`src/rtl/mod_counter_pkg.sv`:
```
// -----------------------------------------------------------------------------
// mod_counter_pkg
// Shared definitions for the modulo counter slice: the FSM state encoding and
// the default parameter values used by mod_counter and its prescaler.
// -----------------------------------------------------------------------------
package mod_counter_pkg;

    localparam int DEF_WIDTH   = 10;
    localparam int DEF_MODULUS = 1000;
    localparam int DEF_PRESC_W = 4;

    typedef enum logic [1:0] {
        IDLE = 2'd0,
        RUN  = 2'd1,
        DONE = 2'd2
    } state_t;

endpackage : mod_counter_pkg

```
`src/rtl/mod_counter_presc.sv`:
```
// -----------------------------------------------------------------------------
// mod_counter_presc
// Prescaler for mod_counter. It counts enabled cycles and raises tick on every
// (div+1)-th enabled cycle. When en is low, the phase is frozen.
// Ports:
//   clk  in   clock, rising edge
//   rst  in   synchronous, active-low reset; clears the phase
//   en   in   advance the phase this cycle
//   div  in   divide field; tick every div+1 enabled cycles
//   tick out  combinational, high on the enabled cycle that completes a period
// -----------------------------------------------------------------------------
module mod_counter_presc
    import mod_counter_pkg::*;
#(
    parameter int PRESC_W = DEF_PRESC_W
) (
    input  logic               clk,
    input  logic               rst,
    input  logic               en,
    input  logic [PRESC_W-1:0] div,
    output logic               tick
);

    logic [PRESC_W-1:0] phase_q;
    logic [PRESC_W-1:0] phase_d;

    // ">=" instead of "==" guards against div shrinking below the current phase,
    // which would otherwise cause a long wrap-around before the next tick.
    always_comb begin
        tick    = en && (phase_q >= div);
        phase_d = phase_q;
        if (en) begin
            phase_d = tick ? '0 : phase_q + 1'b1;
        end
    end

    always_ff @(posedge clk) begin
        if (!rst) begin
            phase_q <= '0;
        end else begin
            phase_q <= phase_d;
        end
    end

endmodule : mod_counter_presc

```
`src/rtl/mod_counter.sv`:
```
// -----------------------------------------------------------------------------
// mod_counter
// Up/down modulo-MODULUS counter with start/stop/load control, a one-shot mode
// and an optional prescaler.
// Configuration macro: PRESCALE_EN. When it is defined, the counter steps every
// presc_div+1 enabled RUN cycles. When it is undefined, the counter steps on
// every enabled RUN cycle, and presc_div is ignored.
// Ports:
//   clk        in   clock, rising edge
//   rst        in   synchronous, active-low reset
//   start      in   pulse: IDLE/DONE -> RUN
//   stop       in   pulse: -> IDLE, count held
//   en         in   count enable while in RUN
//   up_dn      in   1 = up, 0 = down
//   oneshot    in   1 = stop in DONE on terminal step, 0 = wrap and continue
//   load       in   load load_val (clamped to MODULUS-1) into the count
//   load_val   in   value to load
//   presc_div  in   prescaler divide field
//   cnt        out  registered count, always in 0..MODULUS-1
//   tc         out  one-cycle pulse when cnt first shows the post-terminal value
//   done       out  high in DONE
//   busy       out  high in RUN
// Per-cycle priority: rst > stop > load > start > count step.
// -----------------------------------------------------------------------------
module mod_counter
    import mod_counter_pkg::*;
#(
    parameter int WIDTH   = DEF_WIDTH,
    parameter int MODULUS = DEF_MODULUS,
    parameter int PRESC_W = DEF_PRESC_W
) (
    input  logic               clk,
    input  logic               rst,
    input  logic               start,
    input  logic               stop,
    input  logic               en,
    input  logic               up_dn,
    input  logic               oneshot,
    input  logic               load,
    input  logic [WIDTH-1:0]   load_val,
    input  logic [PRESC_W-1:0] presc_div,
    output logic [WIDTH-1:0]   cnt,
    output logic               tc,
    output logic               done,
    output logic               busy
);

    // Both constants are WIDTH+1 bits, so MODULUS == 2**WIDTH is representable.
    localparam logic [WIDTH:0] MOD_X = (WIDTH+1)'(MODULUS);
    localparam logic [WIDTH:0] MAX_X = (WIDTH+1)'(MODULUS - 1);

    state_t           state_q, state_d;
    logic [WIDTH-1:0] cnt_q, cnt_d;
    logic             tc_q, tc_d;

    logic             presc_en;
    logic             tick;
    logic             step;
    logic             term;
    logic [WIDTH:0]   cnt_x;
    logic [WIDTH:0]   nxt_x;

    // Saturate a WIDTH+1-bit candidate into the legal range 0..MODULUS-1.
    function automatic logic [WIDTH-1:0] fit(input logic [WIDTH:0] v);
        if (v >= MOD_X) begin
            return MAX_X[WIDTH-1:0];
        end
        return v[WIDTH-1:0];
    endfunction

    // The prescaler advances only on cycles that could actually step.
    // Otherwise a higher-priority stop or load would silently consume a tick.
    assign presc_en = (state_q == RUN) && en && !stop && !load;

`ifdef PRESCALE_EN
    mod_counter_presc #(
        .PRESC_W (PRESC_W)
    ) u_presc (
        .clk  (clk),
        .rst  (rst),
        .en   (presc_en),
        .div  (presc_div),
        .tick (tick)
    );
`else
    logic unused_presc;
    assign unused_presc = ^presc_div;
    assign tick         = presc_en;
`endif

    assign step = presc_en && tick;

    always_comb begin
        cnt_x = {1'b0, cnt_q};
        if (up_dn) begin
            term  = (cnt_x == MAX_X);
            nxt_x = term ? '0 : cnt_x + 1'b1;
        end else begin
            term  = (cnt_x == '0);
            nxt_x = term ? MAX_X : cnt_x - 1'b1;
        end
    end

    always_comb begin
        state_d = state_q;
        cnt_d   = cnt_q;
        tc_d    = 1'b0;
        if (stop) begin
            state_d = IDLE;
        end else if (load) begin
            cnt_d = fit({1'b0, load_val});
        end else if (start && (state_q != RUN)) begin
            state_d = RUN;
        end else if (step) begin
            cnt_d = fit(nxt_x);
            if (term) begin
                tc_d = 1'b1;
                if (oneshot) begin
                    state_d = DONE;
                end
            end
        end
    end

    always_ff @(posedge clk) begin
        if (!rst) begin
            state_q <= IDLE;
            cnt_q   <= '0;
            tc_q    <= 1'b0;
        end else begin
            state_q <= state_d;
            cnt_q   <= cnt_d;
            tc_q    <= tc_d;
        end
    end

    assign cnt  = cnt_q;
    assign tc   = tc_q;
    assign done = (state_q == DONE);
    assign busy = (state_q == RUN);

endmodule : mod_counter

```
`config.mk`:
```
export PLATFORM = sky130hd
export DESIGN_NAME = mod_counter
export DESIGN_NICKNAME = d
export VERILOG_FILES = /design/src/rtl/mod_counter_pkg.sv /design/src/rtl/mod_counter_presc.sv /design/src/rtl/mod_counter.sv
export SDC_FILE = /design/constraint.sdc
export NUM_CORES = 1
export LEC_CHECK = 0
export CAP_MARGIN = 25
export CORE_MARGIN = 1.5
export CORE_UTILIZATION = 30
export DETAILED_ROUTE_END_ITERATION = 8
export GPL_TIMING_DRIVEN = 1
export PLACE_DENSITY_LB_ADDON = 0.1
export SLEW_MARGIN = 20
export SYNTH_ARGS = -nofsm -noshare
export SYNTH_HDL_FRONTEND = slang
export SYNTH_HIERARCHICAL = 1
export SYNTH_SLANG_ARGS = --single-unit
```
`constraint.sdc`:
```
create_clock -name clk -period 2.94 [get_ports clk]
set_input_delay 0.735 -clock clk [delete_from_list [all_inputs] [get_ports clk]]
set_output_delay 0.735 -clock clk [all_outputs]
set_load 0.05 [all_outputs]
```
==> results by stage, run 1 <==
Outcome:
- The flow ran to the end, and the final reports show no timing, DRC or antenna violations.

Timing:
- The total setup violations reported at the end of the flow is 0.
- The final critical path time including I/O delays and setup is 2640 ps.
- The number of pins exceeding their max-slew limit in the final report is 0.
- In the finished design, the share of the clock period the worst path needs comes to approximately 90%.
- The fmax is 0.378 GHz.
- The total count of hold-check failures in the final report is 0.
- Setup repair after global routing left no endpoint under its margin.
- Measured against its own limit, the worst slew margin works out to around 63%.
- The actual slew at the worst max-slew pin is 552 ps.
- After routing, the total negative slack on setup checks comes to 0 ps.
- The largest clock skew in the final design is 1.78 ps.

Synthesis:
- Synthesis produced a netlist whose cell count is 172.
- The flop and latch count out of synthesis is 13.
- Counting flops with a built-in enable in the synthesized netlist gives 0.
- The number of nets handed over by synthesis was ~200.
- The dominant combinational cell family by area after synthesis is simple AND/OR/NAND/NOR gates.
- Of the total synthesized cell area, the portion taken by AND, OR, NAND and NOR gates is ~36%.
- Summing the sequential cell areas from Yosys gives 20.2% of the chip area.
- The multiplexer area fraction after synthesis is 0%.
- The cell area that synthesis handed to floorplanning was 1290 µm².
- Each instance of the synthesized netlist takes up on average 7.50 µm².
- The xor/xnor share of the synthesized area is 0.679%.
- The Yosys warning count is 6.
- Counting flops with an async set or reset pin after synthesis yields a share of 0%.
- The commonest cells after synthesis are a21oi_1 (15), nand2_1 (15), nor2_1 (14).
- The largest total area in the synthesized netlist belongs to dfxtp_1.
- In this run the biggest area consumer among cell types represents between 20% and 30% of the synthesized area.
- The synthesized netlist devotes 1.94% of its cell area to adder and majority cells.
- In the synthesized netlist the dominant register cell turns out to be dfxtp_1.
- Yosys attributes the largest share of cell area to dfxtp_1 (20%), a21oi_1 (5.8%), nand2_1 (4.4%), nand3_1 (4.3%), nor2_1 (4.1%).
- The synthesized netlist devotes 34.7% of its cell area to compound gates.
- Synthesis instantiated 52 different standard cells from the library.

Final layout:
- The count of antenna diodes in the layout is 0.
- After the last flow step, the layout net total stands at 231.
- Cells with a size suffix above 1 make up 12.1% of the layout.
- Compared with the post-synthesis result, the final layout area differs by 33.2%.
- Once layout is complete, the cells apart from fillers number 256.
- Once layout is done, the placed cells without fillers occupy about 1700 µm².
- After filler insertion, the fill cell instance count of the layout stands at 409.

Power:
- The worst-case IR drop observed on VDD is 0.000191 V.
- The power per standard cell area is 370 nW/µm².
- The static leakage is 0.599 nW.

CTS:
- The number of buffers added to fix hold violations after cts is 0.
- The latest clock arrival within the worst-skew pair is 240 ps.
- After clock tree synthesis, the clock-pin slew on the worst setup and hold paths is 50 ps.
- The total clock buffers created by CTS is 3.
- The total setup buffers inserted after CTS is 0.
- The cell sitting at the root of the clock tree is a clkbuf_8.
- The maximum root-to-sink buffer count is 2.
- The depth of the CTS H-tree is 1.
- The count of cells resized by post-cts repair is 0.
- TritonCTS built the clock tree.
- The number of sinks handled by clock tree synthesis is 13.

Worst setup path:
- The endpoint required time on the critical path is about 3100 ps.
- The worst path arrival time is 2760 ps.
- The largest fanout on the critical path is 14.
- The critical path in this run is classified as input port to flop.
- STA classifies the critical path startpoint as an input port.
- The worst register-to-register path begins at cnt[1].
- Counting cells, the worst reg-to-reg path comes to 8.
- The critical path endpoint category is a flop.
- The endpoint of the lowest-slack register-to-register path is cnt[4].
- The register-to-register setup slack is 390 ps.

Floorplanning:
- The region available for standard cell placement spans 4060 µm².
- The die covers around 4700 µm².
- The count of pins on the block boundary is 35.
- The die span in y is 68.6 µm.
- The initial standard-cell utilization of the core is a little under a third.
- The number of placement rows is 23.
- The overall die width is roughly 69 µm.

Routing:
- The pre-antenna-repair detailed-routing pass consisted of 4 iterations.
- For this block, the via count after detailed routing is 1,467.
- The number of design rule violations left after detail routing is 0.
- The detailed-route wire length per cell is 16.1 µm.
- The first routing iteration left 93 violations.
- The remaining antenna violation count is 0.
- Wires add up to roughly 4100 µm.
- In the routed layout, each cell is associated on average with a via count of 5.73.

Placed design:
- During placement, the flow inserted port buffers numbering 30.
- The number of cells after detailed placement is between 200 and 300.
- Routability-driven placement finished with a final weighted congestion of 0.828.
- The instance area after placement is between 1500 and 2000 µm².
- The detailed placer's ending HPWL is 3250 µm.

GRT:
- The first global-routing pass estimated 6600 µm of wire.
- The global-route congestion overflow total is 0.
- The number of global-route vias before repair came to 1,381.
- In the global route stage, overall resource usage came out at 18.8%.
- Entering global routing, the biggest net connects 15 pins.
- The initial antenna violation count is 0.

Worst hold path:
- The worst hold path terminates at state_q[0].
- The worst hold path begins at state_q[0].
- The path type of the worst min-delay path is flop to flop.
- The hold-critical path depth is 2.

Flow run:
- Across the run, the number of max-cap violations was 0.
==> worst max path at each step <==
| stage | startpoint | end | slack [ps] | depth (start not counted) |
|---|---|---|---|---|
| after floorplan | cnt[1] | cnt[2] | 400 | 8 |
| after detailed placement | up_dn | cnt[4] | 50 | 9 |
| after global routing | up_dn | cnt[3] | 170 | 9 |
| after CTS | up_dn | cnt[4] | 300 | 9 |
| after global placement | up_dn | cnt[3] | 70 | 8 |
| final | up_dn | cnt[4] | 300 | 9 |
==> state kept, by name, indices dropped and copies added (netlist names) <==
| signal | count |
|---|---|
| cnt | 10 |
| state_q | 2 |
| tc | 1 |
==> power breakdown <==
group | leakage [nW] | total (mW) | switching, mW | internal (mW)
logic | 0.470 | 0.259 | 0.144 | 0.115
registers | 0.106 | 0.218 | 0.0311 | 0.187
clock network | 0.0228 | 0.158 | 0.0628 | 0.0957
==> cells by family after synthesis <==
kind of cell,count (synthesis)
AO/OA/AOI/OAI,61
XOR/XNOR,1
adder cells (fa/ha/maj),2
buffers and inverters,18
flip-flops,13
AND/OR/NAND/NOR,77
==> through the flow <==
step | worst slack, ps | hold slack, ps | total power, mW | utilization [%]
2_1_floorplan | 400 | 471 | 0.386 | -
3_3_place_gp | 69.0 | 496 | 0.478 | 41.2
3_5_place_dp | 51.6 | 522 | 0.480 | 41.2
4_1_cts | 302 | 531 | 0.640 | 42.3
5_1_grt | 169 | 587 | 0.674 | 42.3
6_report | 297 | 531 | 0.636 | 42.3
==> final cells by class <==
type / instances / area, µm² / area share, %
Tap cell: 50 / 62.6 / 3.64
Timing Repair Buffer: 41 / 383 / 22.3
Clock buffer: 4 / 45.0 / 2.62
Inverter: 7 / 26.3 / 1.53
Multi-Input combinational cell: 141 / 941 / 54.8
Sequential cell: 13 / 260 / 15.1
==> layout by cell type (no fill, tap or decap), drive strengths merged, types with 4 or more instances in the layout <==
cell type / synthesis / routed
nand3: 11 / 11
inv: 7 / 7
buf: 7 / 11
clkbuf: 4 / 4
nor2: 14 / 14
dfxtp: 13 / 13
nand4: 6 / 6
o221ai: 5 / 5
nand2b: 7 / 7
and3: 5 / 5
nand2: 15 / 15
a21oi: 15 / 15
o21ai: 13 / 13
o211ai: 6 / 6
clkdlybuf4s50: 0 / 30
==> critical path, cell delays in order <==
cell and delay, ps:
clkdlybuf4s50_1 480, buf_4 200, nand3_1 120, o31a_1 310, a21oi_1 140, and3_1 210
nand3_1 190, o211ai_1 280, a21oi_1 100
==> layer usage <==
layer / vias to the layer above / wire, µm / global-route usage [%]
li1: 726 / - / -
met1: 696 / 1920 / 25.3
met2: 41 / 1930 / 29.8
met3: 4 / 235 / 4.87
met4: 0 / 44 / 4.50
met5: - / 0 / 0
Power figures use the tool's default switching activity.
==> run 2: changes to the inputs <==
--- a/config.mk
+++ b/config.mk
@@ -8,6 +8,7 @@
 export CAP_MARGIN = 25
 export CORE_MARGIN = 1.5
 export CORE_UTILIZATION = 30
+export CTS_BUF_LIST = sky130_fd_sc_hd__clkbuf_8
 export DETAILED_ROUTE_END_ITERATION = 8
 export GPL_TIMING_DRIVEN = 1
 export PLACE_DENSITY_LB_ADDON = 0.1
==> results by stage, run 2 (synthesis gave the netlist of run 1 again) <==
Outcome:
- The run finished with clean final reports.

Routing:
- The wire length the detailed router placed on met1 came to 1920 µm (unchanged).
- The overall via count from detail_route is 1,467 (unchanged).
- The vias per cell is 5.73 (unchanged).
- The wire length after detailed routing came to 4130 µm (unchanged).
- The number of design rule violations left after detail routing is 0 (unchanged).
- The length of routed met3 wiring is 235 µm (unchanged).
- The number of iterations in the first detailed-routing pass is 4 (unchanged).
- The detailed-route wire length per cell is 16.1 µm (unchanged).
- The highest layer touched by signal routing is met4.
- The remaining antenna violation count came to 0 (unchanged).
- The met2 routed wirelength is 1930 µm (unchanged).
- The violation count after the first detailed-route iteration is 88 (-5.4%).

Timing:
- The total count of hold-check failures in the final report was 0 (unchanged).
- Setup repair after global routing left no endpoint under its margin.
- The final critical path time including I/O delays and setup was 2640 ps (unchanged).
- The fmax was 0.378 GHz (unchanged).
- The actual slew at the worst max-slew pin is 552 ps (unchanged).
- The largest clock skew in the final design is 1.42 ps (-0.364 ps).
- The relative slew slack is 63.1% (unchanged).
- The number of pins exceeding their max-slew limit in the final report is 0 (unchanged).
- The sum of negative setup slack came to 0 ps (unchanged).
- The total setup violations reported at the end of the flow is 0 (unchanged).
- The post-route clock period utilization is 89.9% (unchanged).

Placed design:
- The count of buffers from port buffering was 30 (unchanged).
- The final weighted congestion of routability-driven global placement came to 0.828 (unchanged).
- The number of cells after detailed placement came to 252 (unchanged).
- The detailed placer's ending HPWL is 3250 µm (unchanged).

Final layout:
- Leaving out fill and tap cells, the most frequent cells in the layout are clkdlybuf4s50_1 (30), a21oi_1 (15), nand2_1 (15).
- The most common library cell in the layout ignoring fill and taps is clkdlybuf4s50_1.
- The synthesis-to-finish area growth is 33.2% (unchanged).
- The flip-flop and latch area is 260 µm² (unchanged).
- The total area of multi-input combinational cells is 941 µm² (unchanged).
- The filler cell count in the final layout is 409 (unchanged).
- The flip-flop count of the largest register after layout is 10 (unchanged).
- The count of antenna diodes in the layout is 0 (unchanged).
- The number of standard cells in the final layout excluding fillers was 256 (unchanged).
- The net count of the finished layout is 231 (unchanged).
- The share of final-layout standard cells stronger than drive strength 1 is 12.1% (unchanged).

CTS:
- The number of buffers added to fix hold violations after cts is 0 (unchanged).
- The CTS tree is yes.
- The depth of the CTS H-tree is 1 (unchanged).
- The total clock buffers created by CTS is 3 (unchanged).
- The number of sinks handled by clock tree synthesis was 13 (unchanged).
- Clock tree synthesis selected as its root buffer the cell clkbuf_8.
- The latest clock arrival within the worst-skew pair is 240 ps (about the same).
- The clock-pin slew of the registers on the worst-case setup and hold paths is 50 ps (about the same).
- The total setup buffers inserted after CTS was 0 (unchanged).
- The count of cells resized by post-cts repair is 0 (unchanged).
- The maximum root-to-sink buffer count is 2 (unchanged).

Worst setup path:
- The buffering stage count on the worst path with inverters included is 2 (unchanged).
- Walking the worst path, the cells encountered are clkdlybuf4s50_1 > buf_4 > nand3_1 > o31a_1 > a21oi_1 > and3_1 > nand3_1 > o211ai_1 > a21oi_1.
- The slowest stage of the critical path is the clkdlybuf4s50_1 cell.
- The critical path is of the input port to flop type.
- The cell family contributing the most delay on the critical path is compound AO/OA/AOI/OAI gates.
- STA classifies the critical path endpoint as a flop.
- The worst path arrival time is 2760 ps (about the same).
- The worst setup path is launched from an input port.
- The biggest cell delay along the critical path is 480 ps (about the same).
- The largest fanout on the critical path came to 14 (unchanged).
- The endpoint required time on the critical path is 3060 ps (about the same).

Floorplanning:
- The overall die width is 68.6 µm (unchanged).
- The die span in y is 68.6 µm (unchanged).
- The die outline area is 4700 µm² (unchanged).
- The core area is 4060 µm² (unchanged).
- The number of placement rows was 23 (unchanged).
- The initial standard-cell utilization of the core was 31.8% (unchanged).
- The count of pins on the block boundary came to 35 (unchanged).

GRT:
- The combined global-route utilization of all metal layers is 18.8% (unchanged).
- The initial antenna violation count came to 0 (unchanged).
- The number of global-route vias before repair is 1,381 (unchanged).
- The global-route congestion overflow total is 0 (unchanged).
- The global-route wire length before repair came to 6600 µm (unchanged).
- The largest net degree at the start of global routing is 15 (unchanged).

Worst hold path:
- The path type of the worst min-delay path is flop to flop.

Power:
- The static leakage came to 0.603 nW (+0.69%).
- The maximum VDD drop is 0.000189 V (-1.0%).
- The power per standard cell area came to 368 nW/µm² (-0.51%).

Flow run:
- The count of max-cap constraint violations is 0 (unchanged).
[run 2: metal layers]
layer / vias to the layer above / GRT usage, %
li1: 726 / -
met1: 696 / 25.3
met2: 41 / 29.8
met3: 4 / 4.87
met4: 0 / 4.50
met5: - / 0
[run 2: power breakdown]
part	internal, mW	leakage (nW)	switching [mW]
registers	0.187	0.106	0.0311
logic	0.115	0.470	0.144
clock network	0.0922	0.0269	0.0631
[run 2: worst min-delay path, cell delays in order, from the launching register on]
cell	delay, ps
dfxtp_1	340
a21oi_1	70
nor2_1	80
[run 2: worst paths after layout]
kind | startpoint | slack (ps) | to | depth (start not counted)
max | up_dn | 300 | cnt[4] | 9
min | state_q[0] | 530 | state_q[0] | 2
max reg2reg | cnt[1] | 390 | cnt[4] | 8
min reg2reg | state_q[0] | 530 | state_q[0] | 2
[run 2: per-stage QoR]
stage	setup WS, ps	hold slack (ps)	total power, mW	util [%]	instance area [µm²]
finish	297	531	0.633	42.3	1720
global route	169	587	0.671	42.3	1720
CTS	302	531	0.637	42.3	1720
detailed placement	51.6	522	0.480	41.2	1670
global placement	69.0	496	0.478	41.2	1670
floorplan	400	471	0.386	-	1290
[run 2: cell type report]
type	count	area share, %
flip-flops and latches	13	15.1
clock inverters	1	0.218
well taps	50	3.64
repair buffers	41	22.3
clock buffers	3	2.40
inverters	7	1.53
multi-input cells	141	54.8
